===== src/rtl/multicycle_controller.sv =====
// Sequencing FSM for the multi-cycle RV32I datapath: drives all datapath enables
// and mux selects per state and counts retired instructions.
module multicycle_controller #(
    parameter int CNT_W = 32
) (
    input  logic             clk,
    input  logic             reset,
    input  logic [6:0]       Opcode,
    input  logic             Zero,
    input  logic             mem_ready,
    output logic             PCWrite,
    output logic             PCSource,
    output logic             IorD,
    output logic             IRWrite,
    output logic [1:0]       ALUSrcA,
    output logic [1:0]       ALUSrcB,
    output logic [1:0]       ALUOp,
    output logic             MemRead,
    output logic             MemWrite,
    output logic             MemtoReg,
    output logic             RegWrite,
    output logic             halted,
    output logic [CNT_W-1:0] instr_count
);

    typedef enum logic [3:0] {
        FETCH    = 4'd0,
        DECODE   = 4'd1,
        EXEC_R   = 4'd2,
        EXEC_I   = 4'd3,
        MEM_ADDR = 4'd4,
        MEM_RD   = 4'd5,
        MEM_WR   = 4'd6,
        WB_ALU   = 4'd7,
        WB_MEM   = 4'd8,
        BRANCH   = 4'd9,
        HALT     = 4'd10
    } state_t;

    // fetch_wr / branch_wr are the Moore halves of the input-qualified PC/IR loads
    typedef struct packed {
        logic       pc_source;
        logic       ior_d;
        logic [1:0] alu_src_a;
        logic [1:0] alu_src_b;
        logic [1:0] alu_op;
        logic       mem_read;
        logic       mem_write;
        logic       mem_to_reg;
        logic       reg_write;
        logic       halted;
        logic       fetch_wr;
        logic       branch_wr;
    } ctrl_t;

    state_t             state_r;
    state_t             state_next_s;
    ctrl_t              ctrl_r;
    logic               started_r;
    logic               retire_s;
    logic [CNT_W-1:0]   instr_count_r;

    function automatic ctrl_t decode_ctrl(input state_t st);
        ctrl_t c;
        c = '0;
        case (st)
            FETCH: begin
                c.mem_read  = 1'b1;
                c.alu_src_b = 2'b01;
                c.fetch_wr  = 1'b1;
            end
            DECODE: begin
                c.alu_src_a = 2'b10;
                c.alu_src_b = 2'b10;
            end
            EXEC_R: begin
                c.alu_src_a = 2'b01;
                c.alu_src_b = 2'b00;
                c.alu_op    = 2'b10;
            end
            EXEC_I: begin
                c.alu_src_a = 2'b01;
                c.alu_src_b = 2'b10;
                c.alu_op    = 2'b10;
            end
            MEM_ADDR: begin
                c.alu_src_a = 2'b01;
                c.alu_src_b = 2'b10;
            end
            MEM_RD: begin
                c.ior_d    = 1'b1;
                c.mem_read = 1'b1;
            end
            MEM_WR: begin
                c.ior_d     = 1'b1;
                c.mem_write = 1'b1;
            end
            WB_ALU: begin
                c.reg_write = 1'b1;
            end
            WB_MEM: begin
                c.reg_write  = 1'b1;
                c.mem_to_reg = 1'b1;
            end
            BRANCH: begin
                c.alu_src_a = 2'b01;
                c.alu_src_b = 2'b00;
                c.alu_op    = 2'b01;
                c.pc_source = 1'b1;
                c.branch_wr = 1'b1;
            end
            HALT: begin
                c.halted = 1'b1;
            end
            default: begin
                c = '0;
            end
        endcase
        return c;
    endfunction

    // Next-state selection; an unknown encoding falls into HALT
    always_comb begin
        state_next_s = state_r;
        case (state_r)
            FETCH: begin
                if (mem_ready) state_next_s = DECODE;
                else           state_next_s = FETCH;
            end
            DECODE: begin
                case (Opcode)
                    7'b0110011: state_next_s = EXEC_R;
                    7'b0010011: state_next_s = EXEC_I;
                    7'b0000011: state_next_s = MEM_ADDR;
                    7'b0100011: state_next_s = MEM_ADDR;
                    7'b1100011: state_next_s = BRANCH;
                    default:    state_next_s = HALT;
                endcase
            end
            EXEC_R:   state_next_s = WB_ALU;
            EXEC_I:   state_next_s = WB_ALU;
            MEM_ADDR: begin
                if (Opcode == 7'b0100011) state_next_s = MEM_WR;
                else                      state_next_s = MEM_RD;
            end
            MEM_RD: begin
                if (mem_ready) state_next_s = WB_MEM;
                else           state_next_s = MEM_RD;
            end
            MEM_WR: begin
                if (mem_ready) state_next_s = FETCH;
                else           state_next_s = MEM_WR;
            end
            WB_ALU:  state_next_s = FETCH;
            WB_MEM:  state_next_s = FETCH;
            BRANCH:  state_next_s = FETCH;
            HALT:    state_next_s = HALT;
            default: state_next_s = HALT;
        endcase
    end

    // An instruction retires on the edge that leaves its final state
    always_comb begin
        retire_s = 1'b0;
        case (state_r)
            WB_ALU:  retire_s = 1'b1;
            WB_MEM:  retire_s = 1'b1;
            BRANCH:  retire_s = 1'b1;
            MEM_WR:  retire_s = mem_ready;
            default: retire_s = 1'b0;
        endcase
    end

    // State, registered Moore outputs and retire counter; the first edge after
    // reset only arms the FETCH outputs so every strobe is 0 while reset is held
    always_ff @(posedge clk or negedge reset) begin
        if (!reset) begin
            state_r       <= FETCH;
            ctrl_r        <= '0;
            started_r     <= 1'b0;
            instr_count_r <= '0;
        end else if (!started_r) begin
            started_r     <= 1'b1;
            state_r       <= FETCH;
            ctrl_r        <= decode_ctrl(FETCH);
            instr_count_r <= instr_count_r;
        end else begin
            started_r <= 1'b1;
            state_r   <= state_next_s;
            ctrl_r    <= decode_ctrl(state_next_s);
            if (retire_s) instr_count_r <= instr_count_r + {{(CNT_W-1){1'b0}}, 1'b1};
            else          instr_count_r <= instr_count_r;
        end
    end

    assign PCWrite     = (ctrl_r.fetch_wr & mem_ready) | (ctrl_r.branch_wr & Zero);
    assign IRWrite     = ctrl_r.fetch_wr & mem_ready;
    assign PCSource    = ctrl_r.pc_source;
    assign IorD        = ctrl_r.ior_d;
    assign ALUSrcA     = ctrl_r.alu_src_a;
    assign ALUSrcB     = ctrl_r.alu_src_b;
    assign ALUOp       = ctrl_r.alu_op;
    assign MemRead     = ctrl_r.mem_read;
    assign MemWrite    = ctrl_r.mem_write;
    assign MemtoReg    = ctrl_r.mem_to_reg;
    assign RegWrite    = ctrl_r.reg_write;
    assign halted      = ctrl_r.halted;
    assign instr_count = instr_count_r;

endmodule


===== config.mk =====
export PLATFORM = sky130hd
export DESIGN_NAME = multicycle_controller
export DESIGN_NICKNAME = d
export VERILOG_FILES = /design/src/rtl/multicycle_controller.sv
export SDC_FILE = /design/constraint.sdc
export NUM_CORES = 1
export LEC_CHECK = 0
export CAP_MARGIN = 15
export CORE_MARGIN = 2
export CORE_UTILIZATION = 24
export CTS_BUF_LIST = sky130_fd_sc_hd__clkbuf_4 sky130_fd_sc_hd__clkbuf_8 sky130_fd_sc_hd__clkbuf_16
export DETAILED_ROUTE_END_ITERATION = 6
export GPL_ROUTABILITY_DRIVEN = 0
export SYNTH_ARGS = -nofsm -noshare
export SYNTH_HDL_FRONTEND = slang
export SYNTH_SLANG_ARGS = --single-unit

===== constraint.sdc =====
create_clock -name clk -period 2.5 [get_ports clk]
set_clock_uncertainty 0.05 [all_clocks]
set_input_delay 0.5 -clock clk [delete_from_list [all_inputs] [get_ports clk]]
set_output_delay 0.5 -clock clk [all_outputs]
set_load 0.05 [all_outputs]

==> reports/results.ini, run 1 <==
[status]
status=completed

[clock_tree]
cts_setup_buffers=0
clk_pin_slew_worst_paths_ns=0.09
cts_tree=yes
clk_latency_ns=0.30
cts.path.max_buffers=2
cts_resized=0
cts_max_level=2
cts-root-buf=clkbuf_8
cts_made_buffers=5
cts.sinks=49
hold_buffers=0

[route]
vias=1793
viasPerCell=4.41
ant_nets=0
dr.pass1.iters=4
drc_errors=0
drt-total-wl_mm=5.29
wl_per_cell_um=13.0
first_iter_violations=56

[critical_path]
crit_family=buffers and inverters
regToRegStartpoint=state_r[3]$_DFF_PN0_
required_ns=1.95
cp_max_fo=6
cp.arrival_ns=1.64
slowest_delay_ns=0.85
r2r_setup_slack_ns=0.50
cp_slowest_cell=clkdlybuf4s50_1
rr_worst_depth=6
critical_path.cell_chain=clkdlybuf4s50_1
worst-path-buf-inv=1
critPathLaunch=instr_count[0]$_DFFE_PN0P_
path_class=flop to primary output
crit_cells=1
start_kind=flop
end_kind=primary output
reg2reg_to=MemRead$_DFF_PN0_
timing.critical_path.to=instr_count[0]

[logic_synthesis]
syn_inst=212
synthArstFlopShare=1.00
yosysUniqueCellTypes=48
synth_xor_area_frac=0.117
synth_edf_count=0
yosys_register_bits=49
synthAdderAreaFrac=0.00537
synth_nets=224
syn_area_per_cell_um2=11.0
synthMuxAreaShare=0.0140
synth_top_family_by_area=simple AND/OR/NAND/NOR gates
yosysSeqAreaShare=0.527
syn_area_um2=2330
yosys.area_share.simple=0.264
synth_compound_area_frac=0.0467
ys.flop_type=dfrtp_1
synth_warnings=0

[sta]
relSlewSlack=0.659
timing.fmax_mhz=457
setup_viol=0
min_period_ns=2.19
finalMaxSlewViolations=0
timing.setup.tns_ns=0
max_slew.worst_pin.slew_ns=0.510
finalCritPeriodShare=0.876
rsz0062_at_grt=false
finalHoldViolCount=0
whs_ns=0.0118

[placement]
port_buffers=57
place_area_um2=3080
placedCellCount=399
dpl.hpwl_mm=4.10

[layout]
nNetsFinal=289
layout.cells.non_filler=407
syn_to_final_growth_pct=37.6
regArea_um2=1230
diodes=0
final_common_cell=clkdlybuf4s50_1
layout_common_cells=clkdlybuf4s50_1, dfrtp_1, xnor2_1
multi_input_area_um2=1040
stdcell_area_um2=3200
n_fill_cell=946
drive_gt1_frac=0.108

[die]
die_area_um2=10500
core_um2=9330
io_pins=58
initial_core_util=0.250
die_w_um=103
die_y_um=103
rows=35

[global_route]
grt_max_degree=22
grt_pass1_wl_mm=9.22
first_global_vias=1815
overflow=0
grt_usage=0.110
antenna_found_initial=0

[flow_run]
cap_violations=0

[pwr]
pwr_density_cell_nw_per_um2=898
ir_worst_vdd_uv=357
power.total_uw=2880
power.leakage_uw=0.00142

[min_path]
hold_path_class=input port to asynchronous set/reset pin

-- state kept, by name, summed over array words and instances, names as in the netlist --
name,flops
instr_count,32
state_r,4
ALUOp,2
ALUSrcA,2
ALUSrcB,2
IorD,1
MemRead,1
MemWrite,1
MemtoReg,1
RegWrite,1
halted,1
started_r,1
-- power breakdown --
part | total [uW] | switching [uW] | leakage, uW | internal, uW
registers | 1030 | 127 | 0.000662 | 906
clock network | 589 | 263 | 0.0000574 | 325
logic | 1260 | 766 | 0.000705 | 491
-- through the flow --
stage | utilization | setup slack [ns]
final | 0.344 | 0.310
after global routing | 0.344 | 0.221
after CTS | 0.344 | 0.297
after detailed placement | 0.331 | 0.0668
after global placement | 0.331 | 0.114
after floorplan | - | 0.367
-- synthesized netlist by cell type, types with 3 or more instances --
library cell,n,area (um2)
nor2_1,15,56.3
o21ai_0,4,20.0
nand4_1,10,62.6
nand2_1,16,60.1
and2_1,3,18.8
and3b_1,3,26.3
inv_1,4,15.0
nand3_1,15,75.1
nand2b_1,3,18.8
xor2_1,13,114
xnor2_1,18,158
dfrtp_1,49,1230
nor3_1,6,30.0
and3_1,9,56.3
nor2b_1,4,25.0
-- kinds of logic (layout without fill, tap and decap cells) --
logic type / count (synthesis) / count (layout)
compound gates: 15 / 15
xor+xnor: 31 / 31
buf+inv: 10 / 76
flops: 49 / 49
other cells: 1 / 1
fa+ha+maj: 1 / 1
mux: 3 / 3
simple gates: 102 / 102
-- worst min path at each step --
stage / end / slack (ns) / cells after the start
3_3_place_gp: instr_count[17]$_DFFE_PN0P_ / 0.34 / 1
5_1_grt: instr_count[31]$_DFFE_PN0P_ / 0.02 / 1
6_report: instr_count[28]$_DFFE_PN0P_ / 0.01 / 1
4_1_cts: instr_count[29]$_DFFE_PN0P_ / 0.01 / 1
2_1_floorplan: ALUOp[0]$_DFF_PN0_ / 0.15 / 0
3_5_place_dp: instr_count[17]$_DFFE_PN0P_ / 0.35 / 1
-- final cells by class --
class,instances,area share
Sequential cell,49,0.383
Multi-Input combinational cell,153,0.326
Timing Repair Buffer,64,0.199
Tap cell,129,0.0504
Clock buffer,6,0.0258
Clock inverter,2,0.0117
Inverter,4,0.00469
-- per-layer routing --
metal  vias to the layer above  GRT usage  share of wire
met5                         -          0              0
met4                         0     0.0379          0.014
met3                         6     0.0203          0.054
met2                        46      0.161           0.44
met1                       869      0.164           0.50
li1                        872          -              -
Power figures use the tool's default switching activity.
==> inputs of run 2 (changes only) <==
--- a/config.mk
+++ b/config.mk
@@ -14,3 +14,4 @@
 export SYNTH_ARGS = -nofsm -noshare
 export SYNTH_HDL_FRONTEND = slang
 export SYNTH_SLANG_ARGS = --single-unit
+export TNS_END_PERCENT = 100
==> results of run 2 <==
Final layout, timing and power as in run 1 (identical DEF).
